[src/rtl/muldiv_pkg.sv]
// Shared definitions for the iterative RV32M multiply/divide unit.
package muldiv_pkg;

  localparam logic [2:0] FUN3MUL    = 3'b000;
  localparam logic [2:0] FUN3MULH   = 3'b001;
  localparam logic [2:0] FUN3MULHSU = 3'b010;
  localparam logic [2:0] FUN3MULHU  = 3'b011;
  localparam logic [2:0] FUN3DIV    = 3'b100;
  localparam logic [2:0] FUN3DIVU   = 3'b101;
  localparam logic [2:0] FUN3REM    = 3'b110;
  localparam logic [2:0] FUN3REMU   = 3'b111;

  localparam logic [6:0] FUN7MULDIV = 7'b0000001;

  typedef enum logic [1:0] {
    IDLE = 2'd0,
    CALC = 2'd1,
    SIGN = 2'd2,
    DONE = 2'd3
  } state_e;

  function automatic logic is_div(input logic [2:0] f3);
    return f3[2];
  endfunction

  function automatic logic is_rem(input logic [2:0] f3);
    return f3[2] & f3[1];
  endfunction

  // rs1 is treated as signed for MULH, MULHSU, DIV and REM
  function automatic logic a_signed(input logic [2:0] f3);
    return (f3 == FUN3MULH) || (f3 == FUN3MULHSU) ||
           (f3 == FUN3DIV)  || (f3 == FUN3REM);
  endfunction

  // rs2 is treated as signed for MULH, DIV and REM
  function automatic logic b_signed(input logic [2:0] f3);
    return (f3 == FUN3MULH) || (f3 == FUN3DIV) || (f3 == FUN3REM);
  endfunction

endpackage

[src/rtl/muldiv_shift_core.sv]
// Unsigned radix-2 datapath: 2*WIDTH shift register with the shift-add
// (multiply) or restoring-subtract (divide) step.
module muldiv_shift_core #(
  parameter int WIDTH = 32
) (
  input  logic               iCLK,
  input  logic               iRST,
  input  logic               iLoad,
  input  logic               iStep,
  input  logic               iDiv,
  input  logic [WIDTH-1:0]   iLo,
  input  logic [WIDTH-1:0]   iOpnd,
  output logic [2*WIDTH-1:0] oAcc
);

  logic [2*WIDTH-1:0] acc_q;
  logic [2*WIDTH-1:0] acc_step;
  logic [WIDTH-1:0]   opnd_q;
  logic               div_q;

  logic [WIDTH:0]     mul_sum;
  logic [WIDTH:0]     rem_sh;
  logic [WIDTH:0]     rem_diff;
  logic               rem_ge;

  // one iteration: multiply shifts right with carry, divide shifts left and trial-subtracts
  always_comb begin
    mul_sum  = {1'b0, acc_q[2*WIDTH-1:WIDTH]} + (acc_q[0] ? {1'b0, opnd_q} : '0);
    rem_sh   = acc_q[2*WIDTH-1:WIDTH-1];
    rem_ge   = (rem_sh >= {1'b0, opnd_q});
    rem_diff = rem_sh - {1'b0, opnd_q};
    if (div_q)
      acc_step = {(rem_ge ? rem_diff[WIDTH-1:0] : rem_sh[WIDTH-1:0]),
                  acc_q[WIDTH-2:0], rem_ge};
    else
      acc_step = {mul_sum, acc_q[WIDTH-1:1]};
  end

  // load operands on accept, then advance one step per enabled cycle
  always_ff @(posedge iCLK or posedge iRST) begin
    if (iRST) begin
      acc_q  <= '0;
      opnd_q <= '0;
      div_q  <= 1'b0;
    end else if (iLoad) begin
      acc_q  <= {{WIDTH{1'b0}}, iLo};
      opnd_q <= iOpnd;
      div_q  <= iDiv;
    end else if (iStep) begin
      acc_q  <= acc_step;
    end
  end

  assign oAcc = acc_q;

endmodule

[src/rtl/muldiv_iter_unit.sv]
// Iterative RV32M multiply/divide unit with valid/ready on both sides.
//
// state | meaning
// IDLE  | ready for a request, operands captured on accept
// CALC  | one radix-2 step per cycle, WIDTH cycles
// SIGN  | apply result sign / special-case override, pick result half
// DONE  | result held valid until the consumer takes it
module muldiv_iter_unit
  import muldiv_pkg::*;
#(
  parameter int WIDTH     = 32,
  parameter bit FAST_SPEC = 1'b1
) (
  input  logic             iCLK,
  input  logic             iRST,
  input  logic             iValid,
  output logic             oReady,
  input  logic [2:0]       iFunct3,
  input  logic [WIDTH-1:0] iA,
  input  logic [WIDTH-1:0] iB,
  input  logic             iFlush,
  output logic             oValid,
  input  logic             iReady,
  output logic [WIDTH-1:0] oResult,
  output logic             oBusy
);

  localparam int               CW       = $clog2(WIDTH);
  localparam logic [CW-1:0]    CNT_INIT = CW'(WIDTH - 1);
  localparam logic [WIDTH-1:0] MIN_VAL  = {1'b1, {(WIDTH-1){1'b0}}};
  localparam logic [WIDTH-1:0] ONES     = '1;

  localparam logic [1:0] ST_IDLE = IDLE;
  localparam logic [1:0] ST_CALC = CALC;
  localparam logic [1:0] ST_SIGN = SIGN;
  localparam logic [1:0] ST_DONE = DONE;

  logic [1:0]         state_q;
  logic [2:0]         f3_q;
  logic [CW-1:0]      cnt_q;
  logic               neg_res_q;
  logic               neg_rem_q;
  logic               spec_q;
  logic [WIDTH-1:0]   spec_res_q;
  logic [WIDTH-1:0]   result_q;

  logic               accept;
  logic               a_neg, b_neg;
  logic [WIDTH-1:0]   abs_a, abs_b;
  logic               div_zero, div_ovf, special;
  logic [WIDTH-1:0]   spec_res;
  logic [2*WIDTH-1:0] core_acc;
  logic [2*WIDTH-1:0] prod_sel;
  logic [WIDTH-1:0]   quo, rem;
  logic [WIDTH-1:0]   sign_res;

  // request decode: magnitudes, signs and the RISC-V special cases
  always_comb begin
    accept   = (state_q == ST_IDLE) && iValid && !iFlush;
    a_neg    = a_signed(iFunct3) && iA[WIDTH-1];
    b_neg    = b_signed(iFunct3) && iB[WIDTH-1];
    abs_a    = a_neg ? -iA : iA;
    abs_b    = b_neg ? -iB : iB;
    div_zero = is_div(iFunct3) && (iB == '0);
    div_ovf  = is_div(iFunct3) && !iFunct3[0] && (iA == MIN_VAL) && (iB == ONES);
    special  = div_zero || div_ovf;
    if (div_zero)
      spec_res = is_rem(iFunct3) ? iA : ONES;
    else
      spec_res = is_rem(iFunct3) ? '0 : MIN_VAL;
  end

  muldiv_shift_core #(.WIDTH(WIDTH)) u_core (
    .iCLK  (iCLK),
    .iRST  (iRST),
    .iLoad (accept),
    .iStep (state_q == ST_CALC),
    .iDiv  (is_div(iFunct3)),
    .iLo   (is_div(iFunct3) ? abs_a : abs_b),
    .iOpnd (is_div(iFunct3) ? abs_b : abs_a),
    .oAcc  (core_acc)
  );

  // sign fix-up and result-half selection used in SIGN
  always_comb begin
    prod_sel = neg_res_q ? -core_acc : core_acc;
    quo      = core_acc[WIDTH-1:0];
    rem      = core_acc[2*WIDTH-1:WIDTH];
    if (spec_q)
      sign_res = spec_res_q;
    else if (is_div(f3_q))
      sign_res = is_rem(f3_q) ? (neg_rem_q ? -rem : rem) : (neg_res_q ? -quo : quo);
    else
      sign_res = (f3_q == FUN3MUL) ? prod_sel[WIDTH-1:0] : prod_sel[2*WIDTH-1:WIDTH];
  end

  // control FSM, operand attributes and result register
  always_ff @(posedge iCLK or posedge iRST) begin
    if (iRST) begin
      state_q    <= ST_IDLE;
      f3_q       <= '0;
      cnt_q      <= '0;
      neg_res_q  <= 1'b0;
      neg_rem_q  <= 1'b0;
      spec_q     <= 1'b0;
      spec_res_q <= '0;
      result_q   <= '0;
    end else if (iFlush) begin
      state_q <= ST_IDLE;
    end else begin
      case (state_q)
        ST_IDLE: begin
          if (iValid) begin
            f3_q       <= iFunct3;
            cnt_q      <= CNT_INIT;
            neg_res_q  <= a_neg ^ b_neg;
            neg_rem_q  <= a_neg;
            spec_q     <= special;
            spec_res_q <= spec_res;
            if (FAST_SPEC && special) begin
              result_q <= spec_res;
              state_q  <= ST_DONE;
            end else begin
              state_q  <= ST_CALC;
            end
          end
        end
        ST_CALC: begin
          if (cnt_q == '0) state_q <= ST_SIGN;
          else             cnt_q   <= cnt_q - 1'b1;
        end
        ST_SIGN: begin
          result_q <= sign_res;
          state_q  <= ST_DONE;
        end
        default: begin
          if (iReady) state_q <= ST_IDLE;
        end
      endcase
    end
  end

  assign oReady  = (state_q == ST_IDLE);
  assign oValid  = (state_q == ST_DONE);
  assign oBusy   = (state_q == ST_CALC) || (state_q == ST_SIGN);
  assign oResult = result_q;

endmodule

[config.mk]
export PLATFORM = sky130hd
export DESIGN_NAME = muldiv_iter_unit
export DESIGN_NICKNAME = d
export VERILOG_FILES = /design/src/rtl/muldiv_pkg.sv /design/src/rtl/muldiv_shift_core.sv /design/src/rtl/muldiv_iter_unit.sv
export SDC_FILE = /design/constraint.sdc
export NUM_CORES = 1
export LEC_CHECK = 0
export CORE_MARGIN = 4
export CORE_UTILIZATION = 45
export CTS_BUF_LIST = sky130_fd_sc_hd__clkbuf_4 sky130_fd_sc_hd__clkbuf_8
export CTS_CLUSTER_SIZE = 16
export DETAILED_ROUTE_END_ITERATION = 16
export DONT_BUFFER_PORTS = 1
export PLACE_DENSITY_LB_ADDON = 0.12
export SLEW_MARGIN = 20
export SYNTH_ARGS = -nofsm -noshare
export SYNTH_HDL_FRONTEND = slang
export SYNTH_SLANG_ARGS = --single-unit
[constraint.sdc]
create_clock -name iCLK -period 7.1 [get_ports iCLK]
set_clock_uncertainty 0.1 [all_clocks]
set_input_delay 1.42 -clock iCLK [delete_from_list [all_inputs] [get_ports iCLK]]
set_output_delay 1.42 -clock iCLK [all_outputs]
set_load 0.005 [all_outputs]
After elaboration in Yosys (flattened, before gate mapping) --
Index checks and enable logic that the tools add are counted.
Operators by class: divide/modulo/power cells 0, reductions and logical operators 29, muxes and demuxes 31, bitwise gates (word level) 4, eq/ne operators 14, order comparisons 1, shifts and indexed selects 0, $mul 0, $add $sub $neg 8
Operators with widths (count):
- 2-to-1 mux 32 bit | 17
- 2-to-1 mux 64 bit | 4
- negation 32 bit | 4
- equality test 32 bit, second input constant | 2
- negation 64 bit | 1
- case mux 32 bit (2 select lines) | 1
- adder 32 x 32 -> 33 bit | 1
- greater-or-equal comparator 33 x 32 -> 1 bit | 1
- zero test 32 bit | 1
- subtractor 32 bit | 1
- 2-to-1 mux 2 bit | 5
- 2-to-1 mux 5 bit | 2
- case mux 5 bit (2 select lines) | 1
- logical AND 1 bit | 8
- AND reduction 4 bit | 2
- logical OR 1 bit | 7
- equality test 3 bit, second input constant | 2
- case mux 2 bit (3 select lines) | 1
- AND reduction 3 bit | 2
- nonzero test 2 bit | 3
- zero test 5 bit | 1
- nonzero test 5 bit | 1
- subtractor 5 x 1 -> 5 bit, second input constant | 1
- equality test 2 bit, second input constant | 2
- 13 further kinds | 16
Storage, ports and cells: logic and storage cells 98, latch bits 0, memories kept 0, bits in read-only memories 0, bits of input ports 72, RAM bits 0, register bits after elaboration 174

Logic depth before layout (Yosys ltp) --
depth after elaboration 9, depth in mapped cells 14, gate-level depth less buffers 13

Cells and area by module --
From an unflattened synthesis, not the netlist that was laid out.
Unflattened totals: cell total of the unflattened synthesis 2303, area, all modules 17739.5 µm²
Modules (own cells, without submodules):
- muldiv_iter_unit | cells each 1234, area an instance 9156.3 µm², times used 1
- muldiv_shift_core | cells each 1069, area an instance 8583.2 µm², times used 1

Least setup slack after synthesis --
No wires, ideal clock.
path kind input port to flip-flop, from input iB[27], to register result_q[11], in the netlist oResult[11], stages 11, setup slack 2.657 ns, arrival time 4.218 ns, cell sequence or4_1 > or3_1 > or2_2 > or4_1 > clkbuf_1 > o21ai_0 > nand3_1 > a21o_1 > clkbuf_1 > clkbuf_1 > mux2_2
On the way: word-level cells in the longest chain between the ends 6, elaborated cells between the ends (all ways) 11, those cells by class eq/ne: 2; mux: 4; reduce/logical: 5
RTL lines:
- start: declaration | RTL line muldiv_iter_unit.sv:20 | input logic [WIDTH-1:0] iB,
- zero test 32 bit | RTL line muldiv_iter_unit.sv:64 | div_zero = is_div(iFunct3) && (iB == '0);
- logical AND 1 bit | RTL line muldiv_iter_unit.sv:64
- 2-to-1 mux 32 bit | RTL line muldiv_iter_unit.sv:67 | if (div_zero)
- 2-to-1 mux 32 bit | RTL line muldiv_iter_unit.sv:120 | if (FAST_SPEC && special) begin
- 2-to-1 mux 32 bit | RTL line muldiv_iter_unit.sv:113 | if (iValid) begin
- case mux 32 bit (2 select lines) | RTL line muldiv_iter_unit.sv:111 | case (state_q)
- end signal: assignment | RTL line muldiv_iter_unit.sv:121 | result_q <= spec_res;
- end signal: assignment | RTL line muldiv_iter_unit.sv:133 | result_q <= sign_res;
- end: declaration | RTL line muldiv_iter_unit.sv:45 | logic [WIDTH-1:0] result_q;
Parallel ways exist; a longest one is shown, timed or not. The select of a mux whose other input is x is not followed. A chain may end at the register's enable or synchronous reset.

Worst setup path in the final report --
from input iA[13], to register result_q[20], in the netlist oResult[20]
On the way: word-level cells in the longest chain between the ends 6
RTL lines:
- start: declaration | RTL line muldiv_iter_unit.sv:19 | input logic [WIDTH-1:0] iA,
- equality test 32 bit | RTL line muldiv_iter_unit.sv:65 | div_ovf = is_div(iFunct3) && !iFunct3[0] && (iA == MIN_VAL) && (iB == ONES);
- logical AND 1 bit (2 in series) | RTL line muldiv_iter_unit.sv:65
- logical OR 1 bit | RTL line muldiv_iter_unit.sv:66 | special = div_zero || div_ovf;
- != test 2 x 1 -> 1 bit (no source line)
- AND reduction 4 bit (no source line)
No other way between the ends.

==> impl_summary.log <==
INFO  metric num-nets-final = 2198
INFO  metric i_o_pins = 107
INFO  metric post_route_cells_drive_above_1_share = 5.19%
INFO  metric hold_path_class = reg2reg
INFO  metric grt_first_pass_wirelength = 94600 um
INFO  metric cts_num_sinks = 174
INFO  metric worst_r2r_setup_slack = 2.53 ns
INFO  metric timing.setup.critical_path_class = in2reg
INFO  metric hold_viol_final = 0
INFO  metric grt_usage = 31.0%
INFO  metric antenna_violating_nets_left = 0
INFO  metric register_clock_pin_slew_on_the_reported_worst_setup_and_hold_paths = 0.11 ns
INFO  metric pin_count_of_the_biggest_net_entering_global_routing = 127
INFO  metric residual_overflow_from_global_routing = 0
INFO  metric worst_margin_pin_slew = 1.16 ns
INFO  metric synth_area_per_cell = 7.64 sq um
INFO  metric finalSetupViolCount = 0
INFO  metric place_congestion = 0.943
INFO  metric n_fill_cell = 3706
INFO  metric ffs_latches_synth = 174
INFO  metric rr_endpoint = oResult[5]$_DFFE_PP0P_
INFO  metric routed_via_density = 6.49
INFO  metric critical_path_required = 7.47 ns
INFO  metric rows = 70
INFO  metric die-height = 200 um
INFO  metric run_status = finished, final reports clean
INFO  metric rsz0062_at_grt = false
INFO  metric timing.hold.ws = 0.380 ns
INFO  metric die_x = 200 um
INFO  metric postSynthCellCount = 2168
INFO  metric portion_of_the_clock_cycle_consumed_by_the_worst_path_in_the_final_layout = 66.5%
INFO  metric crit_slowest_cell = sky130_fd_sc_hd__o21ai_0
INFO  metric portBuffers = 0
INFO  metric synthArstFlopShare = 100%
INFO  metric core_area = 0.0364 sq mm
INFO  metric dp_hpwl = 48500 um
INFO  metric remaining_drc_errors = 0
INFO  metric arrival = 5.09 ns
INFO  metric cp_slowest_stage_delay = 0.95 ns
INFO  metric root_buffer = sky130_fd_sc_hd__clkbuf_8
INFO  metric tns = 0 ns
INFO  metric power_density = 460 mW/mm^2
INFO  metric synth-edff-count = 0
INFO  metric timing.reg2reg.worst_path_depth = 9
INFO  metric number_of_antenna_violations_at_the_first_check_in_global_routing = 0
INFO  metric net_count_after_synthesis = 2317
INFO  metric worstPathMaxFanout = 53
INFO  metric synth_warnings = 0
INFO  metric layoutNonFillerInstCount = 2530
INFO  metric rr_startpoint = u_core.oAcc[12]$_DFFE_PP0P_
INFO  metric clkLatencyLatePin = 0.52 ns
INFO  metric worst_slew_margin_relative_to_its_limit = 21.8%
INFO  metric synth_area = 0.0166 sq mm
INFO  metric number_of_violations_reported_at_the_end_of_detailed_routing_iteration_0 = 2063
INFO  metric design.die.area = 0.0399 sq mm
INFO  metric ys_seq_area_share = 26.3%
INFO  metric whs_endpoint = spec_res_q[15]$_DFFE_PP0P_
INFO  metric cts_hold_repair.buffers = 0
INFO  metric cts-htree-levels = 4
INFO  metric post-route-cell-area = 0.0171 sq mm
INFO  metric post_synth_num_cell_types = 74
INFO  metric post_cts_resize_count = 0
INFO  metric diodes = 0
INFO  metric vias = 16408
INFO  metric holdCritStartpoint = spec_res_q[15]$_DFFE_PP0P_
INFO  metric critPathLaunchType = input port
INFO  metric cts_buffer_depth = 2
INFO  metric crit_path_end_kind = flop
INFO  metric route.detailed.wl_per_inst = 25.1 um
INFO  metric first_pass_iters = 5
INFO  metric report.power.total = 7.88 mW
INFO  metric most-common-layout-cells = sky130_fd_sc_hd__nand2_1 (251), sky130_fd_sc_hd__o21ai_0 (243), sky130_fd_sc_hd__dfrtp_1 (172), sky130_fd_sc_hd__nor2_1 (160), sky130_fd_sc_hd__a21oi_1 (120)
INFO  metric maxClockFrequency = 212 MHz
INFO  metric post_cts.repair.setup_buffers = 0
INFO  metric tritoncts = yes
INFO  metric period_minus_slack = 4.72 ns
INFO  metric whs_path_depth = 2
INFO  metric max_cap_viol_count = 0
INFO  metric irDropWorstVdd = 0.175 mV
INFO  metric first_global_vias = 14743
INFO  metric synth_ff_type = sky130_fd_sc_hd__dfrtp_1
INFO  metric initial_utilization = 45.5%
INFO  metric final-max-slew-violation-count = 0
INFO  metric leakage = 6.80 nW
INFO  metric dp.cells = 2498
INFO  metric routed_wirelength = 63600 um
INFO  metric tritoncts.num_buffers = 17
INFO  metric layout.cells.most_common = sky130_fd_sc_hd__nand2_1
INFO  metric postPlaceCellArea = 0.0167 sq mm
INFO  metric critical_path.cell_chain = or4_1 > or4b_2 > nand4bb_1 > o21ai_0 > nand3_1 > a21o_1 > buf_4 > nor4b_1 > a211o_1
INFO  metric syn_to_final_growth = 3.37%
[how the worst max path moves through the flow]
stage | slack (ns) | cells past startpoint | to | start
2_1_floorplan | 0.86 | 1 | cnt_q[0]$_DFFE_PP0P_ | iRST
3_3_place_gp | 1.99 | 11 | oResult[20]$_DFFE_PP0P_ | iB[17]
3_5_place_dp | 1.95 | 11 | oResult[20]$_DFFE_PP0P_ | iB[17]
4_1_cts | 2.49 | 11 | oResult[20]$_DFFE_PP0P_ | iB[17]
5_1_grt | 2.20 | 11 | oResult[20]$_DFFE_PP0P_ | iB[3]
6_report | 2.38 | 9 | oResult[20]$_DFFE_PP0P_ | iA[13]
[flip-flops by register name, indices dropped and copies added (netlist names)]
name	cells
spec_res_q	32
cnt_q	5
u_core.oAcc	64
u_core.div_q	1
spec_q	1
neg_rem_q	1
f3_q	3
neg_res_q	1
state_q	2
u_core.opnd_q	32
oResult	32
[cell type report]
| cell class | count | area, sq um | share of cell area [%] |
|---|---|---|---|
| timing repair buffer | 24 | 193 | 1.13 |
| tap | 468 | 586 | 3.42 |
| multi-input combinational | 1762 | 11300 | 66.2 |
| sequential | 174 | 4360 | 25.4 |
| inverter | 70 | 268 | 1.56 |
| clock inverter | 14 | 135 | 0.789 |
| clock buffer | 18 | 241 | 1.41 |
[kinds of logic (layout without fill, tap and decap cells)]
kind of cell	after synthesis	after routing	share of synthesized area, %
AOI/OAI and AO/OA	734	734	28.4
and+or+nand+nor	710	710	20.7
buffers and inverters	232	126	5.33
xor gates and xnor gates	179	179	9.47
DFF	174	174	26.3
adders and majority gates	77	77	5.91
muxes	62	62	3.90
[synth_stat cells, drive strengths merged (20+ instances only)]
library cell  number  area [sq um]
nor3              41           210
nand2            251           942
nor2             162           608
a21oi            120           601
mux2              20           225
dfrtp            174          4350
o22ai             23           144
nor4              27           169
nand3             39           195
o31ai             71           533
inv               69           259
a211oi            28           210
clkbuf           150           563
nand4             24           150
o211ai            58           435
a21o              41           308
or4               24           188
mux2i             42           420
or3               28           180
xor2              89           780
xnor2             90           788
o21ai            244          1220
nor2b             39           244
ha                75           938
[worst max-delay path: cells and delay by family]
kind	cells	cell delay (ns)
simple gates	5	2.06
compound gates	3	1.30
buf+inv	1	0.27
[power breakdown]
part	total, mW	switching, mW	internal [mW]	leakage (nW)
clock	0.710	0.424	0.286	0.174
combinational	5.22	3.29	1.94	4.43
sequential	1.95	0.607	1.34	2.19
total	7.88	4.32	3.57	6.80
[through the flow]
| stage | util, % | setup WS [ns] |
|---|---|---|
| floorplan | - | 0.863 |
| global placement | 46.0 | 1.99 |
| detailed placement | 46.0 | 1.95 |
| CTS | 47.0 | 2.49 |
| global route | 47.0 | 2.20 |
| finish | 47.0 | 2.38 |
[per-layer routing]
metal	track usage, %	part of all wire [%]
met5	0	0
met4	9.01	3.1
met3	5.62	8.4
met2	45.7	43
met1	46.6	46
Power figures use the tool's default switching activity.
